## config.mk

```make
export PLATFORM = sky130hd
export DESIGN_NAME = mips_id_pipe
export DESIGN_NICKNAME = d
export VERILOG_FILES = /design/src/rtl/mips_id_pipe_pkg.sv /design/src/rtl/mips_regfile.sv /design/src/rtl/mips_id_pipe.sv
export SDC_FILE = /design/constraint.sdc
export NUM_CORES = 2
export LEC_CHECK = 0
export CORE_MARGIN = 1.5
export CORE_UTILIZATION = 50
export DETAILED_ROUTE_END_ITERATION = 8
export PLACE_DENSITY = 0.77
export REMOVE_ABC_BUFFERS = 1
export SLEW_MARGIN = 30
export SYNTH_ARGS = -nofsm -noshare
export SYNTH_HDL_FRONTEND = slang
export SYNTH_SLANG_ARGS = --single-unit
```

## constraint.sdc

```tcl
create_clock -name CLK -period 5.1 [get_ports CLK]
set_clock_uncertainty 0.15 [all_clocks]
set_input_delay 1.53 -clock CLK [delete_from_list [all_inputs] [get_ports CLK]]
set_output_delay 1.53 -clock CLK [all_outputs]
set_load 0.02 [all_outputs]
```

## src/rtl/mips_id_pipe_pkg.sv

```systemverilog
// Opcode/function constants and the instruction-field decode shared by the ID stage.
package mips_id_pipe_pkg;

  localparam logic [5:0] OP_R_FORM = 6'h00;
  localparam logic [5:0] OP_JAL    = 6'h03;
  localparam logic [5:0] OP_BEQ    = 6'h04;
  localparam logic [5:0] OP_BNE    = 6'h05;
  localparam logic [5:0] OP_ADDI   = 6'h08;
  localparam logic [5:0] OP_ADDIU  = 6'h09;
  localparam logic [5:0] OP_SLTI   = 6'h0A;
  localparam logic [5:0] OP_SLTIU  = 6'h0B;
  localparam logic [5:0] OP_ANDI   = 6'h0C;
  localparam logic [5:0] OP_ORI    = 6'h0D;
  localparam logic [5:0] OP_XORI   = 6'h0E;
  localparam logic [5:0] OP_LUI    = 6'h0F;
  localparam logic [5:0] OP_LW     = 6'h23;
  localparam logic [5:0] OP_SW     = 6'h2B;

  localparam logic [5:0] FN_JR    = 6'h08;
  localparam logic [5:0] FN_JALR  = 6'h09;
  localparam logic [5:0] FN_MTHI  = 6'h11;
  localparam logic [5:0] FN_MTLO  = 6'h13;
  localparam logic [5:0] FN_MULT  = 6'h18;
  localparam logic [5:0] FN_MULTU = 6'h19;
  localparam logic [5:0] FN_DIV   = 6'h1A;
  localparam logic [5:0] FN_DIVU  = 6'h1B;

  localparam logic [4:0] REG_RA = 5'd31;

  typedef enum logic [1:0] {
    IMM_NONE,
    IMM_SIGN,
    IMM_ZERO,
    IMM_UPPER
  } imm_kind_e;

  typedef struct packed {
    logic [5:0] op;
    logic [5:0] func;
    logic [4:0] rs;
    logic [4:0] rt;
    logic [4:0] wadr;
    logic       we;
    logic       isload;
    logic       uses_rt;
    imm_kind_e  imm_kind;
  } dec_t;

  function automatic dec_t decode(input logic [31:0] ins);
    dec_t d;
    logic r_form;
    logic we_raw;
    d.op   = ins[31:26];
    d.func = ins[5:0];
    d.rs   = ins[25:21];
    d.rt   = ins[20:16];
    r_form = (d.op == OP_R_FORM);

    if (d.op == OP_JAL)  d.wadr = REG_RA;
    else if (r_form)     d.wadr = ins[15:11];
    else                 d.wadr = ins[20:16];

    // JALR links through rd; the excluded functions produce no GPR result.
    we_raw = (r_form && ((d.func == FN_JALR) ||
                         !(d.func inside {FN_JR, FN_MTHI, FN_MTLO, FN_MULT,
                                          FN_MULTU, FN_DIV, FN_DIVU})))
          || ((d.op >= OP_ADDI) && (d.op <= OP_LUI))
          || (d.op == OP_LW) || (d.op == OP_JAL);
    d.we      = we_raw && (d.wadr != 5'd0);
    d.isload  = (d.op == OP_LW);
    d.uses_rt = r_form || (d.op == OP_SW) || (d.op == OP_BEQ) || (d.op == OP_BNE);

    case (d.op)
      OP_ADDI, OP_ADDIU, OP_SLTI, OP_SLTIU,
      OP_LW, OP_SW, OP_BEQ, OP_BNE:  d.imm_kind = IMM_SIGN;
      OP_ANDI, OP_ORI, OP_XORI:      d.imm_kind = IMM_ZERO;
      OP_LUI:                        d.imm_kind = IMM_UPPER;
      default:                       d.imm_kind = IMM_NONE;
    endcase
    return d;
  endfunction

endpackage

```

## src/rtl/mips_regfile.sv

```systemverilog
// NREG x DW register file, two read ports with write-through bypass, synchronous clear.
module mips_regfile #(
  parameter int DW       = 32,
  parameter int NREG     = 32,
  parameter int ZERO_REG = 1,
  localparam int AW      = $clog2(NREG)
) (
  input  logic          CLK,
  input  logic          RST,
  input  logic          we_i,
  input  logic [AW-1:0] wadr_i,
  input  logic [DW-1:0] wdata_i,
  input  logic [AW-1:0] radr1_i,
  input  logic [AW-1:0] radr2_i,
  output logic [DW-1:0] rdata1_o,
  output logic [DW-1:0] rdata2_o
);

  logic [DW-1:0] regs_q [NREG];
  logic          wr_ok;

  assign wr_ok = we_i && !((ZERO_REG != 0) && (wadr_i == '0));

  always_ff @(posedge CLK) begin
    if (!RST) begin
      for (int i = 0; i < NREG; i++) regs_q[i] <= '0;
    end else if (wr_ok) begin
      regs_q[wadr_i] <= wdata_i;
    end
  end

  // A read of the register being written this cycle sees the new value.
  always_comb begin
    rdata1_o = regs_q[radr1_i];
    rdata2_o = regs_q[radr2_i];
    if ((ZERO_REG != 0) && (radr1_i == '0)) rdata1_o = '0;
    if ((ZERO_REG != 0) && (radr2_i == '0)) rdata2_o = '0;
    if (wr_ok && (wadr_i == radr1_i)) rdata1_o = wdata_i;
    if (wr_ok && (wadr_i == radr2_i)) rdata2_o = wdata_i;
  end

endmodule

```

## src/rtl/mips_id_pipe.sv

```systemverilog
// MIPS instruction-decode stage: decode, operand fetch, immediate extension and
// the ID/EX pipeline register with load-use bubbling, flush and held-operand refresh.
module mips_id_pipe
  import mips_id_pipe_pkg::*;
#(
  parameter int DW       = 32,
  parameter int NREG     = 32,
  parameter int ZERO_REG = 1,
  localparam int AW      = $clog2(NREG)
) (
  input  logic          CLK,
  input  logic          RST,
  input  logic          IF_VALID,
  input  logic [31:0]   IF_INS,
  input  logic [31:0]   IF_PC,
  output logic          ID_READY,
  input  logic          WB_WE,
  input  logic [AW-1:0] WB_WADR,
  input  logic [DW-1:0] WB_WDATA,
  input  logic          FLUSH,
  input  logic          EX_READY,
  output logic          EX_VALID,
  output logic [5:0]    EX_OP,
  output logic [5:0]    EX_FUNC,
  output logic [4:0]    EX_RS,
  output logic [4:0]    EX_RT,
  output logic [DW-1:0] EX_RDATA1,
  output logic [DW-1:0] EX_RDATA2,
  output logic [DW-1:0] EX_IMM,
  output logic [4:0]    EX_WADR,
  output logic          EX_WE,
  output logic          EX_ISLOAD,
  output logic [31:0]   EX_PC
);

  // Handshake: IF transfers when IF_VALID && ID_READY at the edge; ID/EX transfers
  // when EX_VALID && EX_READY. A valid ID/EX entry stays put until EX takes it.

  dec_t          dec;
  logic [DW-1:0] imm;
  logic [DW-1:0] rdata1, rdata2;
  logic          hazard;

  logic          valid_q, valid_d;
  logic [5:0]    op_q, op_d, func_q, func_d;
  logic [4:0]    rs_q, rs_d, rt_q, rt_d, wadr_q, wadr_d;
  logic [DW-1:0] rdata1_q, rdata1_d, rdata2_q, rdata2_d, imm_q, imm_d;
  logic          we_q, we_d, isload_q, isload_d;
  logic [31:0]   pc_q, pc_d;

  assign dec = decode(IF_INS);

  always_comb begin
    imm = '0;
    case (dec.imm_kind)
      IMM_SIGN:  imm = {{(DW-16){IF_INS[15]}}, IF_INS[15:0]};
      IMM_ZERO:  imm[15:0] = IF_INS[15:0];
      IMM_UPPER: imm[31:0] = {IF_INS[15:0], 16'h0000};
      default:   imm = '0;
    endcase
  end

  mips_regfile #(
    .DW       (DW),
    .NREG     (NREG),
    .ZERO_REG (ZERO_REG)
  ) u_regfile (
    .CLK      (CLK),
    .RST      (RST),
    .we_i     (WB_WE),
    .wadr_i   (WB_WADR),
    .wdata_i  (WB_WDATA),
    .radr1_i  (dec.rs[AW-1:0]),
    .radr2_i  (dec.rt[AW-1:0]),
    .rdata1_o (rdata1),
    .rdata2_o (rdata2)
  );

  assign hazard = valid_q && isload_q && (wadr_q != 5'd0) &&
                  ((wadr_q == dec.rs) || (dec.uses_rt && (wadr_q == dec.rt)));

  assign ID_READY = !RST || (!hazard && (!valid_q || EX_READY));

  always_comb begin
    valid_d  = valid_q;
    op_d     = op_q;
    func_d   = func_q;
    rs_d     = rs_q;
    rt_d     = rt_q;
    rdata1_d = rdata1_q;
    rdata2_d = rdata2_q;
    imm_d    = imm_q;
    wadr_d   = wadr_q;
    we_d     = we_q;
    isload_d = isload_q;
    pc_d     = pc_q;
    if (FLUSH) begin
      valid_d = 1'b0;
    end else if (valid_q && !EX_READY) begin
      // Held operands track writebacks so EX never consumes a stale value.
      if (WB_WE && (WB_WADR == rs_q[AW-1:0]) && (rs_q != 5'd0)) rdata1_d = WB_WDATA;
      if (WB_WE && (WB_WADR == rt_q[AW-1:0]) && (rt_q != 5'd0)) rdata2_d = WB_WDATA;
    end else if (hazard) begin
      valid_d = 1'b0;
    end else begin
      valid_d = IF_VALID;
      if (IF_VALID) begin
        op_d     = dec.op;
        func_d   = dec.func;
        rs_d     = dec.rs;
        rt_d     = dec.rt;
        rdata1_d = rdata1;
        rdata2_d = rdata2;
        imm_d    = imm;
        wadr_d   = dec.wadr;
        we_d     = dec.we;
        isload_d = dec.isload;
        pc_d     = IF_PC;
      end
    end
  end

  always_ff @(posedge CLK) begin
    if (!RST) begin
      valid_q  <= 1'b0;
      op_q     <= '0;
      func_q   <= '0;
      rs_q     <= '0;
      rt_q     <= '0;
      rdata1_q <= '0;
      rdata2_q <= '0;
      imm_q    <= '0;
      wadr_q   <= '0;
      we_q     <= 1'b0;
      isload_q <= 1'b0;
      pc_q     <= '0;
    end else begin
      valid_q  <= valid_d;
      op_q     <= op_d;
      func_q   <= func_d;
      rs_q     <= rs_d;
      rt_q     <= rt_d;
      rdata1_q <= rdata1_d;
      rdata2_q <= rdata2_d;
      imm_q    <= imm_d;
      wadr_q   <= wadr_d;
      we_q     <= we_d;
      isload_q <= isload_d;
      pc_q     <= pc_d;
    end
  end

  assign EX_VALID  = valid_q;
  assign EX_OP     = op_q;
  assign EX_FUNC   = func_q;
  assign EX_RS     = rs_q;
  assign EX_RT     = rt_q;
  assign EX_RDATA1 = rdata1_q;
  assign EX_RDATA2 = rdata2_q;
  assign EX_IMM    = imm_q;
  assign EX_WADR   = wadr_q;
  assign EX_WE     = we_q;
  assign EX_ISLOAD = isload_q;
  assign EX_PC     = pc_q;

endmodule

```

### After elaboration in Yosys (flattened, before gate mapping)

Memory sizes are Yosys's and may differ from the RTL's.
Cells that the tools add are included.

| cells by class | value |
|---|---|
| bitwise logic cells | 4 |
| reductions and logical operators | 50 |
| muxes and demuxes | 25 |
| $lt $le $gt $ge | 2 |
| eq/ne operators | 33 |

Operator list:

| kind | count |
|---|---|
| two-way mux 32 bit | 13 |
| equality test 6 x 4 -> 1 bit, second input constant | 10 |
| equality test 6 x 5 -> 1 bit, second input constant | 6 |
| case mux 16 bit (2 select lines) | 1 |
| OR reduction 32 bit | 1 |
| equality test 5 bit | 6 |
| nonzero test 5 bit | 4 |
| logical AND 1 bit | 16 |
| two-way mux 16 bit | 1 |
| logical NOT 5 bit | 3 |
| two-way mux 5 bit | 3 |
| equality test 6 x 3 -> 1 bit, second input constant | 2 |
| equality test 6 bit, second input constant | 2 |
| AND reduction 4 bit | 3 |
| logical OR 1 bit | 10 |
| OR reduction 8 bit | 1 |
| nonzero test 7 bit | 1 |
| equality test 6 x 2 -> 1 bit, second input constant | 1 |
| greater-or-equal comparator 6 x 4 -> 1 bit, second input constant | 1 |
| <= comparator 6 x 4 -> 1 bit, second input constant | 1 |
| logical NOT 1 bit | 6 |
| logical NOT 6 bit | 1 |
| two-way mux 1 bit | 6 |
| inequality test 2 x 1 -> 1 bit, second input constant | 3 |
| other kinds (7) | 12 |

| word-level totals | value |
|---|---|
| memories kept | 1 |
| flip-flop bits (word level) | 158 |
| word-level logic and storage cells | 127 |
| input bits | 107 |
| output and inout port bits | 159 |
| RAM bits | 1024 |

Memory list:

| memory | words | bits a word | read ports | clocked after memory_dff | write ports | RTL line | source |
|---|---|---|---|---|---|---|---|
| u_regfile.regs_q | 32 | 32 | 2 | 0 | 32 | mips_regfile.sv:19 | `logic [DW-1:0] regs_q [NREG];` |

### Logic depth before layout (Yosys ltp)

| logic depth | value |
|---|---|
| depth in word-level cells | 10 |
| mapped depth | 11 |
| gate-level depth less buffers | 10 |

### Modules after synthesis

Synthesis repeated with hierarchy kept, for this count alone.

| unflattened totals | value |
|---|---|
| cells, all modules | 4802 |
| area, all modules | 62458.7 µm² |

By module, submodules not included:

| module | area an instance (µm²) | cells an instance | instances |
|---|---|---|---|
| mips_regfile | 55378.1 | 3964 | 1 |
| mips_id_pipe | 7080.5 | 838 | 1 |

### Least setup slack after synthesis

No wires, ideal clock.

| timing path | value |
|---|---|
| path kind | in2reg |
| from | input WB_WADR[4] |
| to | memory u_regfile.regs_q[8][0], enable pin |
| required time | 4484 ps |
| cell stages on the path | 4 |
| buffers on the path | 2 |
| slack | -161 ps |
| data arrival time | 4645 ps |
| cells stage by stage | buf_1 or3b_2 clkbuf_1 o21ai_0 |

RTL lines:

| what | RTL line | source |
|---|---|---|
| start: declaration | mips_id_pipe.sv:18 | `input logic [AW-1:0] WB_WADR,` |
| end: declaration | mips_regfile.sv:19 |  |

### Final worst setup path

| timing path | value |
|---|---|
| from | input IF_INS[17] |
| to | output ID_READY |

| between the ends | value |
|---|---|
| word-level cells in the longest chain between the ends | 7 |

RTL lines:

| what | RTL line | source |
|---|---|---|
| start: declaration | mips_id_pipe.sv:14 | `input logic [31:0] IF_INS,` |
| equality test 5 bit | mips_id_pipe.sv:80 | `((wadr_q == dec.rs) \|\| (dec.uses_rt && (wadr_q == dec.rt)));` |
| logical AND 1 bit | mips_id_pipe.sv:80 |  |
| logical OR 1 bit | mips_id_pipe.sv:80 |  |
| logical AND 1 bit | mips_id_pipe.sv:79 | `assign hazard = valid_q && isload_q && (wadr_q != 5'd0) &&` |
| logical NOT 1 bit | mips_id_pipe.sv:82 | `assign ID_READY = !RST \|\| (!hazard && (!valid_q \|\| EX_READY));` |
| logical AND 1 bit | mips_id_pipe.sv:82 |  |
| logical OR 1 bit | mips_id_pipe.sv:82 |  |
| end: declaration | mips_id_pipe.sv:16 | `output logic ID_READY,` |

No other way between the ends.

==> results.cfg <==
[status]
run_status = finished, final reports clean

[sta]
setup_slack_ps = 85.1
setup_viol_count_final = 0
fmaxAchievable_ghz = 0.199
finalMaxSlewViolations = 0
final_worst_path_cycle_share_pct = 98.3
min_period_ps = 5010
hold_viol_final = 0
worst_slew_margin_rel_pct = 29.8
rsz0062_at_grt = false
final.hold.worst_slack_ps = 303
timing_worst_slew_pin_value_ps = 1050

[layout]
final_cell_mix = 1024 x edfxtp_1, 992 x and2_1, 346 x mux4_2
design.final.nets = 4721
layout.cells.most_common = edfxtp_1
layout.filler_cells = 9148
final-seq-area_um2 = 33900
multi_input_gate_area_um2 = 25200
area_delta_synth_final_pct = 15.1
ratio_of_cells_with_drive_above_1_in_the_final_layout_pct = 19.1

[yosys]
asr_flop_ratio_synth_pct = 0
synth_edf_count = 1024
netlist_area_um2 = 60400
multiplexer_share_of_the_synthesized_area_pct = 18.0
synthTopCellsByArea = edfxtp_1 51%, mux4_2 13%, and2_1 10%
synth.yosys.seq_area_share_pct = 56.1
yosys.area_share.simple_pct = 13.9
post_synth_xor_area_fraction_pct = 0.406
synth_area_per_cell_um2 = 13.5
synth_compound_area_share_pct = 8.24
ys_types = 65
post_synth_inst_count = 4476
synth_largest_type_area_fraction_pct = 50.9
main_combinational_cell_family_by_area_after_synthesis = multiplexers
synth_area_leader_cell = edfxtp_1
arithmetic_cell_share_of_the_synthesized_area_counting_full_adders_half_adders_and_majority_gates_pct = 0.0414
synth_ff_type = edfxtp_1
synth.yosys.warnings = 0
ys_ff_latch = 1182

[worst_setup_path]
worstSetupPathType = input pin to primary output
timing.reg2reg.worst_path_depth = 9
worst_r2r_endpoint = EX_RDATA2[16]
setup.worst_path.start = IF_INS[17]
critical_path.endpoint_type = primary output
crit_fanout = 2
cp-start-kind = input pin
setup_slack_of_the_most_critical_reg_to_reg_path_ps = 1970
critPathArrivalTime_ps = 3330
worstReg2RegStart = EX_WADR[3]
worst_ep_required_time_ps = 3420

[global_route]
antenna_found_initial = 3
grt_usage_pct = 32.0
grt_start_max_net_pins = 117
global_route_wire_length_before_repair_um = 284000
number_of_global_route_vias_before_repair = 41900
grt.overflow.total = 0

[placement]
portBuffers = 265
finalWeightedCongestion = 0.882
dp_slack_ps = -163
dp_hpwl_um = 113000

[drt]
finalWirelength_um = 200000
drt.antenna.violating_nets = 0
drt_pre_antenna_iters = 6
detail_route.drc_violations = 0
first_iter_violations = 6227
detail_route.wl_per_cell_um = 31.6
detailroute.via_count = 42400
via_per_inst = 6.69

[die]
initial_cell_density_of_the_core_pct = 50.4
dieWidth_um = 351
die_h_um = 351
core.rowCount = 127
design.portCount = 266
floorplan.die_area_um2 = 123000
core_area_um2 = 120000

[power_and_ir_drop]
static-leakage-power_nw = 24.3
ir_worst_vdd_mv = 0.281
power.density_cell_area_nw_per_um2 = 329

[clock_network]
cts_tree = built
clock_sinks = 1182
cts-root-buf = clkbuf_16
tritoncts.num_buffers = 117
cts_max_path_buffers = 3
clkSlewWorstSetupHoldPaths_ps = 60
clkLatencyLatePin_ps = 730
cts_max_level = 3

[worst_hold_path]
worstHoldStart = EX_FUNC[3]
worst_hold_path_type = flip-flop to flip-flop
timing.hold.worst_endpoint = EX_FUNC[3]
hold-path-cell-count = 2

[flow_run]
max-cap-violations = 0
## kinds of logic (layout without fill, tap and decap cells)
family,Yosys count,in the layout
compound gates,681,681
xor+xnor,28,28
flops,1182,1182
other cells,1,38
buf+inv,479,680
mux,649,649
simple gates,1454,1454
fa+ha+maj,2,2
## metal layers
metal	GRT usage [%]	part of all wire, %	vias to the layer above
met2	50.6	47	3206
met4	16.3	5.6	2
met1	40.0	34	21100
met3	9.70	14	728
met5	0	0.0035	-
li1	-	-	17300
## timing repair
item	in CTS	in global routing
resized for setup	1	2
buffers inserted	0	0
hold buffers	0	0
endpoints found under the setup margin	1	1
## state kept, by name (all words and copies together) (netlist names)
register          count
EX_OP                 6
EX_RDATA2            32
EX_PC                32
EX_WADR               5
EX_VALID              1
EX_ISLOAD             1
EX_FUNC               6
u_regfile.regs_q   1024
EX_RDATA1            32
EX_RT                 5
EX_IMM               32
EX_WE                 1
EX_RS                 5
## cell type report
type,instances,area share (%)
Sequential cell,1182,48.8
Clock inverter,65,0.943
Clock buffer,150,4.58
Timing Repair Buffer,460,6.55
Antenna cell,6,0.0216
Inverter,5,0.0306
Multi-Input combinational cell,2846,36.2
Tap cell,1612,2.90
## stage by stage
step	total power, W	utilization, %	cell area (um^2)	TNS (ps)	instances
after floorplan	0.0127	-	58500	0	4033
after global placement	0.0141	54.9	65800	-174	6105
after detailed placement	0.0142	54.8	65700	-163	6105
after CTS	0.0228	58.0	69500	0	6320
after global routing	0.0233	58.0	69500	0	6320
final	0.0228	58.0	69500	0	6326
## report_power, final
group	total [W]	internal [W]	leakage, nW	switching [W]
clock network	0.00878	0.00492	1.89	0.00386
logic	0.00273	0.00112	11.4	0.00162
registers	0.0113	0.0110	11.0	0.000303
total	0.0228	0.0171	24.3	0.00578
## cells in the mapped netlist, types with 7 or more instances
master,count
o221ai_1,24
and2_1,994
a221o_2,24
nor2b_1,45
nand3_1,80
o21ai_0,78
a31oi_1,52
xor2_1,20
dfxtp_1,158
buf_1,22
clkbuf_1,319
a41oi_1,10
a211oi_1,42
mux4_2,346
a221o_1,37
mux2i_1,280
a22oi_1,81
buf_4,7
nand2_1,191
a22o_1,70
edfxtp_1,1024
a21oi_1,138
nand3b_1,20
a221oi_1,78
buf_2,123
nand2b_1,9
mux2_2,23
o211ai_1,21
nor2_1,73
xnor2_1,8
## critical path, stage by stage
cell and delay, ps:
clkdlybuf4s50_1 500, xnor2_1 130, nand4_1 140, or3_1 420
o211ai_2 190, nand3_1 100, clkdlybuf4s15_1 320
## worst max path at each step
stage | depth (start not counted) | to | slack, ps
3_5_place_dp | 7 | ID_READY | -160
3_3_place_gp | 7 | ID_READY | -170
5_1_grt | 7 | ID_READY | 10
2_1_floorplan | 2 | u_regfile.regs_q[8][0] | 90
6_report | 7 | ID_READY | 90
4_1_cts | 7 | ID_READY | 60
No activity file was read; power rests on OpenSTA's default activity.
